===== src/rtl/ballot_request_queue.sv =====
// ballot_request_queue: two-kiosk request collector and FIFO front-end for the
// avatar-election ballot unit. It emits one slot per clock. Slots with no
// request carry idle mode 2'b10. It also tracks the election phase from the
// number of slots emitted.
module ballot_request_queue #(
  parameter int unsigned DEPTH      = 8,
  parameter int unsigned REG_SLOTS  = 100,
  parameter int unsigned VOTE_SLOTS = 100
) (
  input  logic       CLK,
  input  logic       RST,
  input  logic       validA,
  input  logic [1:0] modeA,
  input  logic [5:0] userIDA,
  input  logic [1:0] candidateA,
  output logic       readyA,
  input  logic       validB,
  input  logic [1:0] modeB,
  input  logic [5:0] userIDB,
  input  logic [1:0] candidateB,
  output logic       readyB,
  output logic [1:0] mode,
  output logic [5:0] userID,
  output logic [1:0] candidate,
  output logic       slotValid,
  output logic       badRequest,
  output logic       full,
  output logic       empty,
  output logic [1:0] phase
);

  localparam int unsigned PTR_W       = (DEPTH > 1) ? $clog2(DEPTH) : 1;
  localparam int unsigned CNT_W       = $clog2(DEPTH + 1);
  localparam int unsigned TOTAL_SLOTS = REG_SLOTS + VOTE_SLOTS;
  localparam int unsigned SC_W        = $clog2(TOTAL_SLOTS + 1);

  typedef enum logic {
    RR_A = 1'b0,
    RR_B = 1'b1
  } rr_t;

  typedef enum logic [1:0] {
    PH_REG    = 2'd0,
    PH_VOTE   = 2'd1,
    PH_CLOSED = 2'd2
  } phase_t;

  typedef struct packed {
    logic [1:0] md;
    logic [5:0] uid;
    logic [1:0] cand;
  } req_t;

  req_t             mem [DEPTH];
  logic [PTR_W-1:0] wr_ptr;
  logic [PTR_W-1:0] rd_ptr;
  logic [CNT_W-1:0] count;
  logic [SC_W-1:0]  slot_count;
  rr_t              rr_q;
  rr_t              rr_d;
  phase_t           phase_w;

  req_t sel_req;
  req_t head;
  logic accept;
  logic push;
  logic pop;
  logic bad_d;
  logic full_w;

  assign full_w = (count == CNT_W'(DEPTH));
  assign full   = full_w;
  assign empty  = (count == '0);
  assign pop    = (count != '0);
  assign head   = mem[rd_ptr];
  assign phase  = phase_w;

  // Arbitration: one grant per cycle, round-robin when both kiosks are valid.
  // The grant is gated by reset and by full.
  always_comb begin
    readyA = 1'b0;
    readyB = 1'b0;
    if (!RST && !full_w) begin
      if (validA && (!validB || rr_q == RR_A)) begin
        readyA = 1'b1;
      end else if (validB) begin
        readyB = 1'b1;
      end
    end
  end

  // Request selection, enqueue/discard decision and next round-robin pointer.
  always_comb begin
    sel_req = readyB ? req_t'{md: modeB, uid: userIDB, cand: candidateB}
                     : req_t'{md: modeA, uid: userIDA, cand: candidateA};
    accept  = readyA | readyB;
    push    = accept && !sel_req.md[1];
    bad_d   = accept && sel_req.md[1];
    rr_d    = rr_q;
    if (accept && validA && validB) begin
      rr_d = (rr_q == RR_A) ? RR_B : RR_A;
    end
  end

  // Phase decode from the registered slot count.
  always_comb begin
    phase_w = PH_CLOSED;
    if (slot_count < SC_W'(REG_SLOTS)) begin
      phase_w = PH_REG;
    end else if (slot_count < SC_W'(TOTAL_SLOTS)) begin
      phase_w = PH_VOTE;
    end
  end

  // FIFO storage write. It needs no reset because count governs validity.
  always_ff @(posedge CLK) begin
    if (push) begin
      mem[wr_ptr] <= sel_req;
    end
  end

  // Queue control, slot output register, bad-request pulse, phase counter.
  // The slot is loaded from the pre-edge head, so there is no empty bypass.
  always_ff @(posedge CLK) begin
    if (RST) begin
      wr_ptr     <= '0;
      rd_ptr     <= '0;
      count      <= '0;
      rr_q       <= RR_A;
      slot_count <= '0;
      mode       <= 2'b10;
      userID     <= '0;
      candidate  <= '0;
      slotValid  <= 1'b0;
      badRequest <= 1'b0;
    end else begin
      rr_q       <= rr_d;
      badRequest <= bad_d;
      if (push) begin
        wr_ptr <= wr_ptr + PTR_W'(1);
      end
      if (pop) begin
        mode      <= head.md;
        userID    <= head.uid;
        candidate <= head.cand;
        slotValid <= 1'b1;
        rd_ptr    <= rd_ptr + PTR_W'(1);
      end else begin
        mode      <= 2'b10;
        userID    <= '0;
        candidate <= '0;
        slotValid <= 1'b0;
      end
      case ({push, pop})
        2'b10:   count <= count + CNT_W'(1);
        2'b01:   count <= count - CNT_W'(1);
        default: count <= count;
      endcase
      if (slot_count < SC_W'(TOTAL_SLOTS)) begin
        slot_count <= slot_count + SC_W'(1);
      end
    end
  end

endmodule

===== config.mk =====
export PLATFORM = sky130hd
export DESIGN_NAME = ballot_request_queue
export DESIGN_NICKNAME = d
export VERILOG_FILES = /design/src/rtl/ballot_request_queue.sv
export SDC_FILE = /design/constraint.sdc
export NUM_CORES = 1
export LEC_CHECK = 0
export BUFFER_PORTS_ARGS = -buffer_cell sky130_fd_sc_hd__buf_2
export CAP_MARGIN = 10
export CORE_AREA = 3 3 139 74
export CTS_CLUSTER_SIZE = 10
export DETAILED_ROUTE_END_ITERATION = 6
export DIE_AREA = 0 0 142 77
export GPL_ROUTABILITY_DRIVEN = 0
export GPL_TIMING_DRIVEN = 1
export PLACE_DENSITY = 0.68
export SYNTH_ARGS = -nofsm -noshare
export SYNTH_HDL_FRONTEND = slang
export SYNTH_SLANG_ARGS = --single-unit

===== constraint.sdc =====
create_clock -name CLK -period 7.95 [get_ports CLK]
set_input_delay 0.795 -clock CLK [delete_from_list [all_inputs] [get_ports CLK]]
set_output_delay 0.795 -clock CLK [all_outputs]
set_load 0.05 [all_outputs]

==> out/results.ini, run 1 <==
[min_path]
holdCritPathClass=reg2reg

[setup_path]
worstPathMaxFanout=7
startpoint=validA
cpMaxStageDelayCell=o32ai_1
slowest_delay_ns=0.41
critPathCapture=count[2]
path_cells=buf_2 -> and2b_1 -> o32ai_1 -> nand2_1 -> ha_1 -> xor2_1 -> ha_1 -> a21oi_1 -> xor2_1 -> or3_1 -> a21oi_1
crit_type=in2reg
reg2reg_slack_ns=5.20
critPathArrivalTime_ns=3.18
setup.worst_path.end_class=flip-flop
crit_required_ns=8.22
cp-start-kind=input port
regToRegEndpoint=count[2]
rr_worst_depth=10
r2r-start=rr_q

[cells_and_area]
drive_above_1_share=0.314
nets=363
area_growth_pct=15.3
nFillCells=720
n_antenna_cell=0
utilization=0.565

[route]
drt_iter0_markers=204
met1Wirelength_mm=4.46
drt-total-wl_mm=8.77
first_pass_iters=5
vias=2503
highest_layer=met4
wl_met2_mm=3.74
wl_per_cell_um=19.1
remaining_drc_errors=0
ant_nets=0
wl_met3_um=506
detail_route.vias_per_cell=5.45

[sta]
slew_violations=0
fmax_mhz=344
setup_viol=0
finalCriticalPeriod_ns=2.91
finalClockSkew_ns=0.00624
finalHoldViolations=0
worstMarginPinSlew_ns=1.16
rsz0062_at_grt=no
slew_headroom=0.227
period_share=0.365
timing.setup.tns_ns=0

[floorplan]
die_w_um=142
die_h_um=77
boundaryPins=42
initial_core_util=0.490
fp.coreArea_um2=9230
rows=25
dieArea_um2=10900

[cts]
cts_buffers=9
postCtsHoldBufs=0
cts_setup_buffers=0
cts_tree=yes
clockBufferDepth=2
cts_sinks=111
cts_root_buffer=clkbuf_16
htree_levels=3
path_clk_slew_ns=0.07
clkLatencyLatePin_ns=0.34
cts_resized=0

[synthesis]
synth-seq-cells=111
ys_seq_area_frac=0.668
synthCells=281
netlist_area_um2=4530
postSynthAreaPerCell_um2=16.1
synth-warning-count=0
yosysUniqueCellTypes=41
syn_nets=311

[global_routing]
antenna_found_initial=0
grt_pass1_wl_mm=13.9
groute.usage.overall=0.172
grt_pass1_vias=2520
grt_max_degree=23
grt-ovfl-total=0

[power_and_ir_drop]
power_density_nw_per_um2=306
p_leak_uw=0.00184
ir_drop_mv=0.135

[run]
cap_violations=0

[place]
numPortBuffers=41
hpwl_mm=5.66

[outcome]
status=finished clean

==> through the flow <==
step | power, uW | hold slack (ns) | cell area [um^2] | worst slack [ns] | cells
finish | 1600 | 0.487 | 5220 | 5.04 | 459
floorplan | 1060 | 0.462 | 4530 | 5.02 | 281
global placement | 1150 | 0.477 | 4910 | 4.79 | 443
detailed placement | 1160 | 0.485 | 4910 | 4.73 | 443
CTS | 1610 | 0.495 | 5220 | 5.04 | 459
global route | 1680 | 0.532 | 5220 | 4.85 | 459
==> area by class of cell <==
cell class	count	area (um^2)	share of cell area
Sequential cell	111	3020	0.579
Clock inverter	6	70.1	0.0134
Inverter	6	22.5	0.00432
Multi-Input combinational cell	154	1430	0.274
Tap cell	121	151	0.0290
Timing Repair Buffer	51	280	0.0537
Clock buffer	10	239	0.0458
==> synth_stat cells <==
cell type | number | area share
edfxtp_1 | 80 | 0.53
dfxtp_1 | 31 | 0.14
nor2_1 | 28 | 0.023
mux4_2 | 20 | 0.10
nand2_1 | 14 | 0.012
mux2i_1 | 11 | 0.024
a21oi_1 | 9 | 0.010
mux2_4 | 9 | 0.030
xor2_1 | 7 | 0.014
ha_1 | 6 | 0.017
inv_1 | 6 | 0.0050
clkbuf_1 | 5 | 0.0041
nor2b_1 | 5 | 0.0069
nor3_1 | 5 | 0.0055
nand3_1 | 4 | 0.0044
o21ai_0 | 4 | 0.0044
mux2_2 | 3 | 0.0075
xnor2_1 | 3 | 0.0058
a31oi_1 | 2 | 0.0028
buf_2 | 2 | 0.0022
buf_6 | 2 | 0.0050
nand2b_1 | 2 | 0.0028
nand3b_1 | 2 | 0.0033
nand4_1 | 2 | 0.0028
o32ai_1 | 2 | 0.0039
or3_1 | 2 | 0.0028
a21bo_2 | 1 | 0.0022
and2b_1 | 1 | 0.0017
buf_1 | 1 | 0.00083
nor3_2 | 1 | 0.0022
nor3b_1 | 1 | 0.0017
nor4_1 | 1 | 0.0014
nor4b_4 | 1 | 0.0053
o211a_1 | 1 | 0.0022
o211ai_1 | 1 | 0.0017
o311ai_0 | 1 | 0.0019
o311ai_4 | 1 | 0.0058
o32a_1 | 1 | 0.0022
or2_4 | 1 | 0.0019
or3_2 | 1 | 0.0017
or4_1 | 1 | 0.0017
==> state kept, by name, indices dropped and copies added, names as in the netlist <==
signal / count
rr_q: 1
candidate: 2
count: 4
mode: 2
wr_ptr: 3
slot_count: 8
badRequest: 1
slotValid: 1
rd_ptr: 3
userID: 6
mem: 80
==> critical path: cells and delay by family <==
family / cells / cell delay, ns
xor+xnor: 2 / 0.26
compound gates: 3 / 0.71
fa+ha+maj: 2 / 0.51
simple gates: 3 / 0.78
buf+inv: 1 / 0.12
==> worst min-delay path by stage <==
stage	startpoint	end	cells after the start	slack (ns)
final	slot_count[1]	slot_count[1]	2	0.49
after global routing	slot_count[1]	slot_count[1]	2	0.53
after CTS	slot_count[1]	slot_count[1]	2	0.49
after detailed placement	slot_count[1]	slot_count[1]	2	0.49
after global placement	slot_count[1]	slot_count[1]	2	0.48
after floorplan	slot_count[1]	slot_count[1]	2	0.46
==> cells in the final DEF, fill, tap and decap left out, types with 10 or more instances in the layout <==
master and instances:
buf_2 41, mux4_2 20, nor2_1 28, buf_4 10
edfxtp_1 80, dfxtp_1 31, mux2i_1 11, nand2_1 14
==> cells by family (layout without fill, tap and decap cells) <==
kind of cell             count (synthesis)  count (layout)  synth area share
multiplexers                            43              43             0.161
AND/OR/NAND/NOR                         72              72            0.0807
XOR/XNOR                                10              10            0.0194
adder cells (fa/ha/maj)                  6               6            0.0166
flip-flops                             111             111             0.668
AO/OA/AOI/OAI                           23              23            0.0370
buffers and inverters                   16              73            0.0171
==> metal layers <==
layer / track usage / vias to the layer above
li1: - / 1173
met1: 0.264 / 1247
met2: 0.243 / 78
met3: 0.0436 / 5
met4: 0.0431 / 0
met5: 0 / -
==> power by group <==
group | switching (uW) | leakage [uW] | internal [uW] | total, uW
Combinational | 235 | 0.000725 | 181 | 417
Clock | 200 | 0.000141 | 254 | 454
Sequential | 59.4 | 0.000976 | 668 | 727
Total | 495 | 0.00184 | 1100 | 1600
(Power assumes the default switching activity.)
==> run 2, diff against run 1 <==
- clock period: 7.95 -> 2.68 ns (I/O delays scaled with it)
==> run 2 against run 1 <==
- utilization rose by 1.1 points
- wire length fell by 6.9%
- cell count is 1.5% higher
- clock power increased to 3.1 times the previous value
- register-to-register slack worse by 5.0 ns
- power increased to 3.1 times the previous value
- sequential share of layout area decreased by 1.1 points
- sequential power increased to 2.9 times the previous value
- critical path type is now reg2reg
==> out/results.ini, run 2 (synthesis results as in run 1) <==
[floorplan]
die_w_um=142  ; unchanged
boundaryPins=42  ; unchanged
die_h_um=77  ; unchanged
initial_core_util=0.490  ; unchanged
rows=25  ; unchanged
fp.coreArea_um2=9230  ; unchanged
dieArea_um2=10900  ; unchanged

[sta]
slew_headroom=0.485  ; +0.258
finalHoldViolations=0  ; unchanged
rsz0062_at_grt=no
whs_ns=0.195  ; -0.293 ns
setup_viol=0  ; unchanged
period_share=0.935
fmax_mhz=399
finalClockSkew_ns=0.00784  ; +0.00160 ns
worstMarginPinSlew_ns=0.772  ; -0.386 ns
finalCriticalPeriod_ns=2.51
setup_ws_ns=0.174  ; -4.87 ns
slew_violations=0  ; unchanged

[cells_and_area]
drive_above_1_share=0.342  ; +0.0284
utilization=0.577  ; +0.0113
largest_reg_flops=80  ; unchanged
area_growth_pct=17.6
top_register=mem
stdcell_area_um2=5320  ; +2.0%
final_cell_mix=edfxtp_1, buf_2, dfxtp_1, nor2_1, mux4_2
nets=370  ; +1.9%
n_antenna_cell=0  ; unchanged
final_cells=466  ; +1.5%
top_regs=mem (80), slot_count (8), userID (6)
final_common_cell=edfxtp_1
nFillCells=695  ; -3.5%

[global_routing]
grt_pass1_wl_mm=13.1  ; -5.8%
grt-ovfl-total=0  ; unchanged
groute.usage.overall=0.159  ; -0.0128
antenna_found_initial=0  ; unchanged
grt_pass1_vias=2433  ; -3.5%
grt_max_degree=21  ; -8.7%

[cts]
htree_levels=3  ; unchanged
cts_setup_buffers=0  ; unchanged
cts_resized=0  ; unchanged
cts_sinks=111  ; unchanged
cts_buffers=9  ; unchanged
path_clk_slew_ns=0.08  ; about the same
clkLatencyLatePin_ns=0.34  ; about the same
clockBufferDepth=2  ; unchanged
postCtsHoldBufs=0  ; unchanged
cts_tree=yes
cts_root_buffer=clkbuf_16

[min_path]
min_from=validA
holdPathEnd=badRequest
min_delay_path_depth=3  ; +1
holdCritPathClass=in2reg

[setup_path]
regToRegEndpoint=count[2]
cp-start-kind=flip-flop
reg2reg_slack_ns=0.17  ; -5.03 ns
crit_type=reg2reg
rr_worst_depth=11  ; +1
critPathArrivalTime_ns=2.78  ; -0.40 ns
setup.worst_path.end_class=flip-flop
worstPathMaxFanout=7  ; unchanged
crit_required_ns=2.96  ; -5.26 ns
r2r-start=rr_q

[route]
drt-total-wl_mm=8.16  ; -6.9%
vias=2505  ; +0.080%
first_pass_iters=4  ; -1
wl_per_cell_um=17.5  ; -8.3%
remaining_drc_errors=0  ; unchanged
ant_nets=0  ; unchanged
drt_iter0_markers=227  ; +11%
detail_route.vias_per_cell=5.38  ; -1.4%

[place]
numPortBuffers=41  ; unchanged
hpwl_mm=5.53  ; -2.2%
dpl.cell_count=450  ; +1.6%
place_area_um2=4980  ; +1.4%
dp_slack_ns=0.192  ; -4.54 ns

[outcome]
status=finished clean

[run]
cap_violations=0  ; unchanged

[power_and_ir_drop]
ir_drop_mv=0.382  ; +180%
power_density_nw_per_um2=918  ; +200%
p_leak_uw=0.00190  ; +3.1%

-- run 2: cell types whose count changed in the layout (fill, tap and decap cells not counted), moves of 2 or more --
cell,change
o32ai_1,-2
ha_1,-2
o32ai_2,+2
inv_6,+2
clkinvlp_4,-2
buf_4,+7
-- run 2: metrics by stage --
stage	setup TNS [ns]	power, uW
finish	0	4890
global route	0	5120
CTS	0	4900
detailed placement	0	3480
global placement	0	3450
floorplan	-0.0734	3180
-- run 2: how the worst max path moves through the flow --
| stage | depth (start not counted) | from | to |
|---|---|---|---|
| finish | 11 | rr_q | count[2] |
| global route | 11 | rr_q | count[2] |
| CTS | 11 | rr_q | count[2] |
| detailed placement | 11 | rr_q | count[2] |
| global placement | 12 | validA | count[2] |
| floorplan | 10 | count[0] | count[2] |
-- run 2: per-layer routing --
layer  vias up  track usage  part of all wire
li1       1192            -                 -
met1      1249        0.236              0.50
met2        58        0.231              0.44
met3         6       0.0455             0.054
met4         0       0.0374            0.0076
met5         -            0                 0
-- run 2: area by class of cell --
type	instances	area, um^2	share of cell area
inverter	6	22.5	0.00423
clock inverter	7	103	0.0193
clock buffer	9	225	0.0423
multi-input combinational	154	1460	0.275
tap	121	151	0.0285
timing repair buffer	58	333	0.0625
sequential	111	3020	0.568
-- run 2: power breakdown --
group          internal, uW  total [uW]  switching, uW
Sequential             1980        2090            112
Clock                   829        1430            604
Combinational           590        1360            770
Total                  3400        4890           1490
-- run 2: critical path, stage by stage, from the launching register on --
cell and delay (ns):
dfxtp_1 0.39, and2b_1 0.25, o32ai_2 0.24, buf_4 0.17, nand2_2 0.12, ha_2 0.25
xor2_1 0.15, ha_1 0.18, a21oi_1 0.14, xor2_1 0.10, or3_1 0.31, a21oi_1 0.14
==> run 3, diff against run 2 <==
- SETUP_SLACK_MARGIN: unset -> 0.2
==> run 3 against run 2 <==
- register-to-register slack better by 0.11 ns
- sequential share of layout area up 0.40 points
- critical path depth unchanged
- combinational power up 4%
- clock power down 13%
- global-route usage up 0.38 points
- sequential power about the same
- clock-buffer cell count unchanged
- wire length down 0.42%
==> out/results.ini, run 3 (synthesis results as in run 1) <==
[setup_path]
path_buf_inv=1  ; unchanged
path_cells=and2b_2 -> o32ai_2 -> buf_4 -> nand2_4 -> ha_4 -> xor2_1 -> ha_1 -> a21oi_1 -> xor2_1 -> or3_1 -> a21oi_1
r2r-start=rr_q
crit_required_ns=2.95  ; about the same
rr_worst_depth=11  ; unchanged
setup.worst_path.end_class=flip-flop
cp-start-kind=flip-flop
cpMaxStageDelayCell=dfxtp_2
crit_family=simple AND/OR/NAND/NOR gates
crit_type=reg2reg
cp.depth=11  ; unchanged
regToRegEndpoint=count[2]
slowest_delay_ns=0.35  ; -0.04 ns
critPathArrivalTime_ns=2.66  ; -0.12 ns
reg2reg_slack_ns=0.29  ; +0.11 ns
worstPathMaxFanout=7  ; unchanged

[cts]
postCtsHoldBufs=0  ; unchanged
cts_tree=yes
path_clk_slew_ns=0.07  ; about the same
cts_buffers=9  ; unchanged
htree_levels=3  ; unchanged
clockBufferDepth=2  ; unchanged
cts_root_buffer=clkbuf_16
cts_sinks=111  ; unchanged
clkLatencyLatePin_ns=0.34  ; about the same

[cells_and_area]
nets=368  ; -0.54%
area_growth_pct=16.9
final_common_cell=edfxtp_1
largest_reg_flops=80  ; unchanged
utilization=0.573  ; -0.00353
n_antenna_cell=0  ; unchanged
stdcell_area_um2=5290  ; -0.61%
drive_above_1_share=0.350  ; +0.00783
final_cells=464  ; -0.43%
final_cell_mix=edfxtp_1, buf_2, dfxtp_1, nor2_1, mux4_2
top_register=mem
nFillCells=702  ; +1.0%
top_regs=mem (80), slot_count (8), userID (6)

[route]
drt_iter0_markers=177  ; -22%
drt-total-wl_mm=8.13  ; -0.42%
wl_per_cell_um=17.5  ; about the same
first_pass_iters=4  ; unchanged
remaining_drc_errors=0  ; unchanged
detail_route.vias_per_cell=5.33  ; -0.81%
ant_nets=0  ; unchanged
vias=2474  ; -1.2%

[power_and_ir_drop]
p_switching_uw=1490  ; +0.38%
comb_power_share=0.300  ; +0.022
clkPwrFrac=0.262  ; -0.031
p_leak_uw=0.00187  ; -1.3%
pwr-share-seq=0.439  ; +0.011
power_switching_share=0.316  ; +0.0116
power_density_nw_per_um2=893  ; -2.7%
intPower_uw=3230  ; -4.9%
ir_drop_mv=0.478  ; +25%

[min_path]
holdCritPathClass=in2reg
holdPathEnd=badRequest
min_from=validA
min_delay_path_depth=3  ; unchanged

[place]
dpl.cell_count=447  ; -0.67%
hpwl_mm=5.42  ; -1.9%
numPortBuffers=41  ; unchanged
place_area_um2=4980  ; unchanged
dp_slack_ns=0.190  ; -0.00252 ns

[sta]
period_share=0.894  ; -0.0413
slew_headroom=0.518  ; +0.0339
worstMarginPinSlew_ns=0.721  ; -0.0507 ns
fmax_mhz=418  ; +4.6%
finalCriticalPeriod_ns=2.39  ; -0.111 ns
setup_viol=0  ; unchanged
rsz0062_at_grt=no
finalHoldViolations=0  ; unchanged
timing.setup.tns_ns=0  ; unchanged
setup_ws_ns=0.285  ; +0.111 ns
slew_violations=0  ; unchanged
finalClockSkew_ns=0.00852  ; +0.000682 ns

[floorplan]
fp.coreArea_um2=9230  ; unchanged
die_h_um=77  ; unchanged
boundaryPins=42  ; unchanged
die_w_um=142  ; unchanged
dieArea_um2=10900  ; unchanged
initial_core_util=0.490  ; unchanged
rows=25  ; unchanged

[global_routing]
groute.usage.overall=0.162  ; +0.00378
grt_max_degree=21  ; unchanged
grt_pass1_vias=2446  ; +0.53%
grt_pass1_wl_mm=13.2  ; +0.69%
antenna_found_initial=0  ; unchanged
grt-ovfl-total=0  ; unchanged

[run]
cap_violations=0  ; unchanged

[outcome]
status=finished clean

## run 3: cell types whose count changed in the layout (fill, tap and decap cells not counted), sizes merged
| cell | change |
|---|---|
| bufinv | -2 |
| buf | -2 |
| clkinv | +2 |
| clkinvlp | +1 |
| inv | -1 |
## run 3: cell type report
class / count / area, um^2 / share of cell area
Clock buffer: 9 / 225 / 0.0426
Clock inverter: 7 / 58.8 / 0.0111
Inverter: 6 / 22.5 / 0.00426
Multi-Input combinational cell: 154 / 1490 / 0.281
Sequential cell: 111 / 3030 / 0.572
Tap cell: 121 / 151 / 0.0286
Timing Repair Buffer: 56 / 318 / 0.0601
## run 3: power groups by stage
stage                     clock (uW)  sequential, uW  combinational [uW]
after floorplan                    0            2290                 939
after global placement             0            2100                1380
after detailed placement           0            2110                1400
after CTS                       1270            2070                1410
after global routing            1360            2090                1560
final                           1240            2070                1420
## run 3: worst max path at each step
stage | to | startpoint | slack [ns]
floorplan | count[3] | count[1] | 0.008
global placement | count[2] | rr_q | 0.28
detailed placement | count[2] | rr_q | 0.19
CTS | count[2] | rr_q | 0.22
global route | count[2] | rr_q | 0.14
finish | count[2] | rr_q | 0.29
## run 3: worst register-to-register path: cells and delay by family (launching register included)
| kind | cells | cell delay (ns) |
|---|---|---|
| AOI/OAI and AO/OA | 3 | 0.52 |
| xor gates and xnor gates | 2 | 0.23 |
| adders and majority gates | 2 | 0.38 |
| buffers and inverters | 1 | 0.18 |
| DFF | 1 | 0.35 |
| and+or+nand+nor | 3 | 0.66 |
## run 3: what timing repair did
item / in CTS / in global routing
buffers inserted: 0 / 1
resized for setup: 1 / 4
gates cloned: 0 / 0
endpoints found under the setup margin: 1 / 2
pin swaps: 0 / 2
## run 3: stage by stage
stage | hold WS [ns] | power [uW]
global route | 0.205 | 5010
global placement | 0.469 | 3480
floorplan | 0.412 | 3220
CTS | 0.189 | 4760
finish | 0.198 | 4720
detailed placement | 0.474 | 3510
## run 3: metal layers
| metal | GRT usage | vias up | share of wire |
|---|---|---|---|
| met1 | 0.239 | 1223 | 0.48 |
| met4 | 0.0431 | 0 | 0.0082 |
| li1 | - | 1185 | - |
| met2 | 0.230 | 60 | 0.45 |
| met5 | 0 | - | 0 |
| met3 | 0.0561 | 6 | 0.062 |
